`src/rtl/wr_err_responder.sv`:
```
// AXI write-channel error responder: accepts AW/W while isolating and answers every burst with
// SLVERR, in order. Optional B-handshake counter on err_cnt_o when WR_ERR_RESP_CNT_EN is defined.
module wr_err_responder #(
    parameter int unsigned MaxWrTxns = 32,
    parameter int unsigned IdWidth   = 4,
    parameter int unsigned LenWidth  = 8
) (
    input  logic                clk_i,
    input  logic                rst_i,
    input  logic                active_i,
    input  logic                aw_valid_i,
    input  logic [IdWidth-1:0]  aw_id_i,
    input  logic [LenWidth-1:0] aw_len_i,
    output logic                aw_ready_o,
    input  logic                w_valid_i,
    input  logic                w_last_i,
    output logic                w_ready_o,
    output logic                b_valid_o,
    output logic [IdWidth-1:0]  b_id_o,
    output logic [1:0]          b_resp_o,
    input  logic                b_ready_i,
    output logic                busy_o,
    output logic                drained_o,
    output logic                err_o
`ifdef WR_ERR_RESP_CNT_EN
    ,
    output logic [15:0]         err_cnt_o
`endif
);

    localparam int unsigned IdxW = (MaxWrTxns > 1) ? $clog2(MaxWrTxns) : 1;
    localparam logic [IdxW-1:0] LastIdx = IdxW'(MaxWrTxns - 1);

    typedef enum logic [1:0] {StIdle, StActive, StFlush} state_e;

    state_e state_q, state_d;

    // Pointers carry an extra wrap bit above the index so full and empty differ.
    logic [IdxW:0] aw_wr_q, aw_rd_q, b_wr_q, b_rd_q;
    logic [IdWidth-1:0]  aw_id_mem [MaxWrTxns];
    logic [LenWidth-1:0] aw_len_mem [MaxWrTxns];
    logic [IdWidth-1:0]  b_id_mem [MaxWrTxns];

    logic [LenWidth:0] beat_cnt_q, beat_cnt_d;
    logic              err_q, drained_q;

    logic aw_empty, aw_full, b_empty, b_full;
    logic aw_push, aw_pop, b_push, b_pop;
    logic w_hs, at_len, burst_done;
    logic [IdWidth-1:0]  head_id;
    logic [LenWidth-1:0] head_len;

    function automatic logic [IdxW:0] ptr_inc(input logic [IdxW:0] p);
        if (p[IdxW-1:0] == LastIdx) begin
            return {~p[IdxW], {IdxW{1'b0}}};
        end
        return p + (IdxW+1)'(1);
    endfunction

    assign aw_empty = (aw_wr_q == aw_rd_q);
    assign aw_full  = (aw_wr_q[IdxW-1:0] == aw_rd_q[IdxW-1:0]) && (aw_wr_q[IdxW] != aw_rd_q[IdxW]);
    assign b_empty  = (b_wr_q == b_rd_q);
    assign b_full   = (b_wr_q[IdxW-1:0] == b_rd_q[IdxW-1:0]) && (b_wr_q[IdxW] != b_rd_q[IdxW]);

    assign head_id  = aw_id_mem[aw_rd_q[IdxW-1:0]];
    assign head_len = aw_len_mem[aw_rd_q[IdxW-1:0]];

    assign aw_ready_o = (state_q == StActive) && !aw_full;
    assign w_ready_o  = !aw_empty && (state_q != StIdle) && !b_full;
    assign b_valid_o  = !b_empty;
    assign b_id_o     = b_empty ? '0 : b_id_mem[b_rd_q[IdxW-1:0]];
    assign b_resp_o   = b_empty ? 2'b00 : 2'b10;
    assign busy_o     = (state_q != StIdle);
    assign drained_o  = drained_q;
    assign err_o      = err_q;

    assign aw_push    = aw_valid_i && aw_ready_o;
    assign w_hs       = w_valid_i && w_ready_o;
    assign at_len     = (beat_cnt_q == {1'b0, head_len});
    assign burst_done = w_hs && (at_len || w_last_i);
    assign aw_pop     = burst_done;
    assign b_push     = burst_done;
    assign b_pop      = b_valid_o && b_ready_i;

    always_comb begin
        state_d = state_q;
        unique case (state_q)
            StIdle:   if (active_i) state_d = StActive;
            StActive: if (!active_i) state_d = StFlush;
            StFlush: begin
                if (active_i) begin
                    state_d = StActive;
                end else if (aw_empty && b_empty && (beat_cnt_q == '0)) begin
                    state_d = StIdle;
                end
            end
            default:  state_d = StIdle;
        endcase
    end

    always_comb begin
        beat_cnt_d = beat_cnt_q;
        if (burst_done) begin
            beat_cnt_d = '0;
        end else if (w_hs) begin
            beat_cnt_d = beat_cnt_q + 1'b1;
        end
    end

    always_ff @(posedge clk_i) begin
        if (rst_i) begin
            state_q    <= StIdle;
            aw_wr_q    <= '0;
            aw_rd_q    <= '0;
            b_wr_q     <= '0;
            b_rd_q     <= '0;
            beat_cnt_q <= '0;
            err_q      <= 1'b0;
            drained_q  <= 1'b0;
        end else begin
            state_q    <= state_d;
            beat_cnt_q <= beat_cnt_d;
            drained_q  <= (state_q == StFlush) && (state_d == StIdle);
            if (w_hs && (w_last_i != at_len)) err_q <= 1'b1;
            if (aw_push) aw_wr_q <= ptr_inc(aw_wr_q);
            if (aw_pop)  aw_rd_q <= ptr_inc(aw_rd_q);
            if (b_push)  b_wr_q  <= ptr_inc(b_wr_q);
            if (b_pop)   b_rd_q  <= ptr_inc(b_rd_q);
        end
    end

    // Storage needs no reset: empty queues mask their contents.
    always_ff @(posedge clk_i) begin
        if (aw_push) begin
            aw_id_mem[aw_wr_q[IdxW-1:0]]  <= aw_id_i;
            aw_len_mem[aw_wr_q[IdxW-1:0]] <= aw_len_i;
        end
        if (b_push) begin
            b_id_mem[b_wr_q[IdxW-1:0]] <= head_id;
        end
    end

`ifdef WR_ERR_RESP_CNT_EN
    logic [15:0] err_cnt_q;

    always_ff @(posedge clk_i) begin
        if (rst_i) begin
            err_cnt_q <= '0;
        end else if (b_pop && (err_cnt_q != 16'hFFFF)) begin
            err_cnt_q <= err_cnt_q + 16'd1;
        end
    end

    assign err_cnt_o = err_cnt_q;
`endif

endmodule

```
`config.mk`:
```
export PLATFORM = sky130hd
export DESIGN_NAME = wr_err_responder
export DESIGN_NICKNAME = d
export VERILOG_FILES = /design/src/rtl/wr_err_responder.sv
export SDC_FILE = /design/constraint.sdc
export NUM_CORES = 1
export LEC_CHECK = 0
export BUFFER_PORTS_ARGS = -buffer_cell sky130_fd_sc_hd__buf_4
export CAP_MARGIN = 25
export CORE_MARGIN = 5
export CORE_UTILIZATION = 51
export CTS_CLUSTER_SIZE = 24
export DETAILED_ROUTE_END_ITERATION = 10
export PLACE_DENSITY = 0.73
export SLEW_MARGIN = 25
export SYNTH_ARGS = -nofsm -noshare
export SYNTH_HDL_FRONTEND = slang
export SYNTH_SLANG_ARGS = --single-unit
```
`constraint.sdc`:
```
create_clock -name clk_i -period 4.2 [get_ports clk_i]
set_input_delay 0.21 -clock clk_i [delete_from_list [all_inputs] [get_ports clk_i]]
set_output_delay 0.21 -clock clk_i [all_outputs]
set_load 0.01 [all_outputs]
```
==> results.py <==
metrics = {
    "outcome": {
        "status": "complete, no violations",
    },
    "floorplanning": {
        "fp.dieArea_um2": 48000,
        "start_util_pct": 51.6,
        "rows": 76,
        "die-height_um": 219,
        "core_um2": 43200,
        "ios": 31,
        "die_w_um": 219,
    },
    "cts": {
        "clockBufferDepth": 3,
        "htreeDepth": 2,
        "cts_sinks": 559,
        "clockRootBuffer": "clkbuf_16",
        "clk_pin_slew_ns": 0.07,
        "numCtsBuffers": 55,
        "clk_latency_ns": 0.62,
        "cts_tree": "yes",
    },
    "sta": {
        "finalSetupViolCount": 0,
        "clock_skew_ns": 0.0340,
        "hold_viol_final": 0,
        "setup_tns_ns": 0,
        "finalCriticalPeriod_ns": 3.97,
        "relSlewSlack_pct": 45.3,
        "max_clock_freq_mhz": 252,
        "slew_viol_final": 0,
        "timing.final.crit_share_pct": 94.5,
        "tightest_slew_ns": 0.817,
    },
    "routing": {
        "via_per_inst": 5.96,
        "firstDrtPassIters": 5,
        "wl_mm": 47.8,
        "post_drt_wl_per_cell_um": 24.9,
        "drcViolationCount": 0,
        "drt_iter0_markers": 1272,
        "ant_nets": 0,
        "vias": 11500,
    },
    "run": {
        "drv_cap": 0,
    },
    "synthesis": {
        "ys_seq_area_share_pct": 73.2,
        "syn_avg_cell_area_um2": 18.8,
        "ys_ff_latch": 559,
        "async_reset_ff_share_pct": 0,
        "netlist_top_cells_area": "edfxtp_1, mux4_2, dfxtp_1",
        "yosysMostFrequentCell": "edfxtp_1",
        "yosys.cell_types.count": 57,
        "synth_edf_count": 512,
        "netlist_area_um2": 22300,
        "ys.flop_type": "edfxtp_1",
        "synth_top_area_cell": "edfxtp_1",
        "syn_nets": 1219,
        "synth.top_cell.area_share_pct": 69.0,
        "synthCells": 1183,
        "ys_warn_count": 0,
        "ys_top_cells_by_count": "edfxtp_1, mux4_2, nor2_1, dfxtp_1, mux2i_1",
    },
    "power": {
        "power.leakage_nw": 8.08,
        "p_per_area_nw_per_um2": 445,
        "comb_power_share_pct": 1.6,
        "p_int_w": 0.00917,
        "p_sw_w": 0.00222,
        "p_seq_share_pct": 53.3,
        "netSwitchingFraction_pct": 19.5,
        "total_power_w": 0.0114,
        "irDropWorstVdd_uv": 357,
        "share_clk_of_total_power_pct": 45.1,
    },
    "grt": {
        "antenna_found_initial": 1,
        "grt_max_degree": 38,
        "overflow": 0,
        "grt_pass1_vias": 11700,
        "grt_pass1_wl_mm": 72.8,
        "grt_usage_pct": 20.4,
    },
    "final_layout": {
        "area_delta_synth_final_pct": 14.8,
        "fillers": 3137,
        "seq_area_um2": 16300,
        "layout-drive-gt1-share_pct": 26.5,
        "multi_input_comb_area_um2": 5670,
        "nets": 1327,
        "antenna_cells": 0,
    },
    "worst_setup_path": {
        "critPathCaptureType": "flip-flop",
        "cp.arrival_ns": 4.23,
        "crit_type": "reg -> reg",
        "r2r_slack_ns": 0.23,
        "cp_max_fo": 26,
        "reg2reg_depth": 14,
        "start_kind": "flip-flop",
        "critPathRequiredTime_ns": 4.47,
        "r2r-end": "b_id_mem[20][2]",
    },
    "place": {
        "place_congestion": 0.844,
        "dpl.hpwl_mm": 30.3,
        "portBuffers": 29,
    },
    "hold_path": {
        "hold_end": "aw_len_mem[16][0]",
        "whs_path_depth": 1,
        "hp-start": "aw_len_i[0]",
        "hold_class": "in -> reg",
    },
}
cell type report:
class,instances,area share [%]
Sequential cell,559,63.8
Multi-Input combinational cell,549,22.1
Tap cell,585,2.86
Clock buffer,65,5.56
Clock inverter,38,1.89
Timing Repair Buffer,113,3.59
Inverter,13,0.191
power groups by stage:
stage / Combinational (W) / Clock, W / Sequential (W)
2_1_floorplan: 0.0000673 / 0 / 0.00619
3_3_place_gp: 0.000164 / 0 / 0.00619
3_5_place_dp: 0.000170 / 0 / 0.00619
4_1_cts: 0.000179 / 0.00522 / 0.00607
5_1_grt: 0.000193 / 0.00549 / 0.00607
6_report: 0.000178 / 0.00514 / 0.00607
what timing repair did:
action / in CTS / in global routing
setup endpoints to repair: 0 / 130
setup buffers: 0 / 0
hold buffers: 13 / 0
resized for setup: 0 / 30
hold endpoints to repair: 141 / 0
through the flow:
stage / instances / setup WS (ns) / hold WS [ns] / area (um2) / utilization (%)
after floorplan: 1183 / 0.873 / 0.287 / 22300 / -
after global placement: 1806 / 0.167 / 0.396 / 23500 / 54.4
after detailed placement: 1806 / 0.0916 / 0.401 / 23500 / 54.4
after CTS: 1922 / 0.0133 / 0.00745 / 25500 / 59.1
after global routing: 1922 / -0.000876 / 0.0316 / 25600 / 59.3
final: 1922 / 0.232 / 0.0375 / 25600 / 59.3
how the worst max path moves through the flow:
stage / end / slack, ns / cells after the start / from
floorplan: b_id_mem[23][0] / 0.87 / 13 / flip-flop
global route: b_id_mem[19][2] / -0.0009 / 15 / flip-flop
finish: b_id_mem[20][2] / 0.23 / 14 / flip-flop
CTS: b_id_mem[22][3] / 0.01 / 14 / flip-flop
global placement: flip-flop / 0.17 / 15 / flip-flop
detailed placement: b_id_mem[22][0] / 0.09 / 12 / flip-flop
metal layers:
layer	up-vias	share of wire [%]	GRT usage [%]
met3	86	7.4	3.86
met2	483	51	34.5
li1	5003	-	-
met4	0	2.6	6.41
met5	-	0	0
met1	5880	39	27.1
worst max-delay path: stages (launching register included):
cell and delay [ns]:
dfxtp_4 0.48, buf_12 0.25, buf_12 0.19, mux4_2 0.32, a22o_1 0.22, a221o_1 0.27
or3_1 0.33, a211oi_2 0.22, nand4_1 0.13, ha_1 0.22, inv_1 0.07, and4_1 0.28
nand2_1 0.08, buf_4 0.20, nor2_1 0.32
sequential cells by signal (all words and copies together), names as in the netlist, named ones only:
signal	flops
aw_len_mem	256
aw_id_mem	128
b_id_mem	128
beat_cnt_q	9
aw_rd_q	6
aw_wr_q	6
b_rd_q	6
b_wr_q	6
state_q	2
drained_o	1
err_o	1
logic make-up (layout without fill, tap and decap cells):
family / count (synthesis) / in the layout / share of synthesized area, %
muxes: 172 / 172 / 15.1
buffers and inverters: 75 / 229 / 1.76
xor gates and xnor gates: 25 / 25 / 0.982
and+or+nand+nor: 238 / 238 / 5.16
adders and majority gates: 17 / 17 / 0.954
DFF: 559 / 559 / 73.2
AOI/OAI and AO/OA: 96 / 96 / 2.83
other: 1 / 1 / 0.0168
placed cells by master, fill, tap and decap left out, types with 4 or more instances in the layout:
| cell type | n |
|---|---|
| a21oi_1 | 24 |
| a221oi_1 | 6 |
| a22oi_1 | 11 |
| a31oi_1 | 9 |
| and3_1 | 11 |
| buf_4 | 97 |
| bufinv_16 | 10 |
| clkbuf_1 | 9 |
| clkbuf_16 | 55 |
| clkinv_1 | 9 |
| clkinv_2 | 12 |
| dfxtp_1 | 43 |
| dlygate4sd3_1 | 13 |
| edfxtp_1 | 512 |
| ha_1 | 17 |
| inv_1 | 13 |
| mux2_2 | 8 |
| mux2i_1 | 35 |
| mux4_1 | 7 |
| mux4_2 | 122 |
| nand2_1 | 31 |
| nand2b_1 | 6 |
| nand3_1 | 11 |
| nand3b_1 | 12 |
| nand4_1 | 9 |
| nor2_1 | 85 |
| nor2_2 | 21 |
| nor2b_1 | 5 |
| nor3_1 | 13 |
| o21a_1 | 5 |
| o21ai_0 | 20 |
| or3_1 | 8 |
| xnor2_1 | 4 |
| xor2_1 | 21 |
Power figures use the tool's default switching activity.
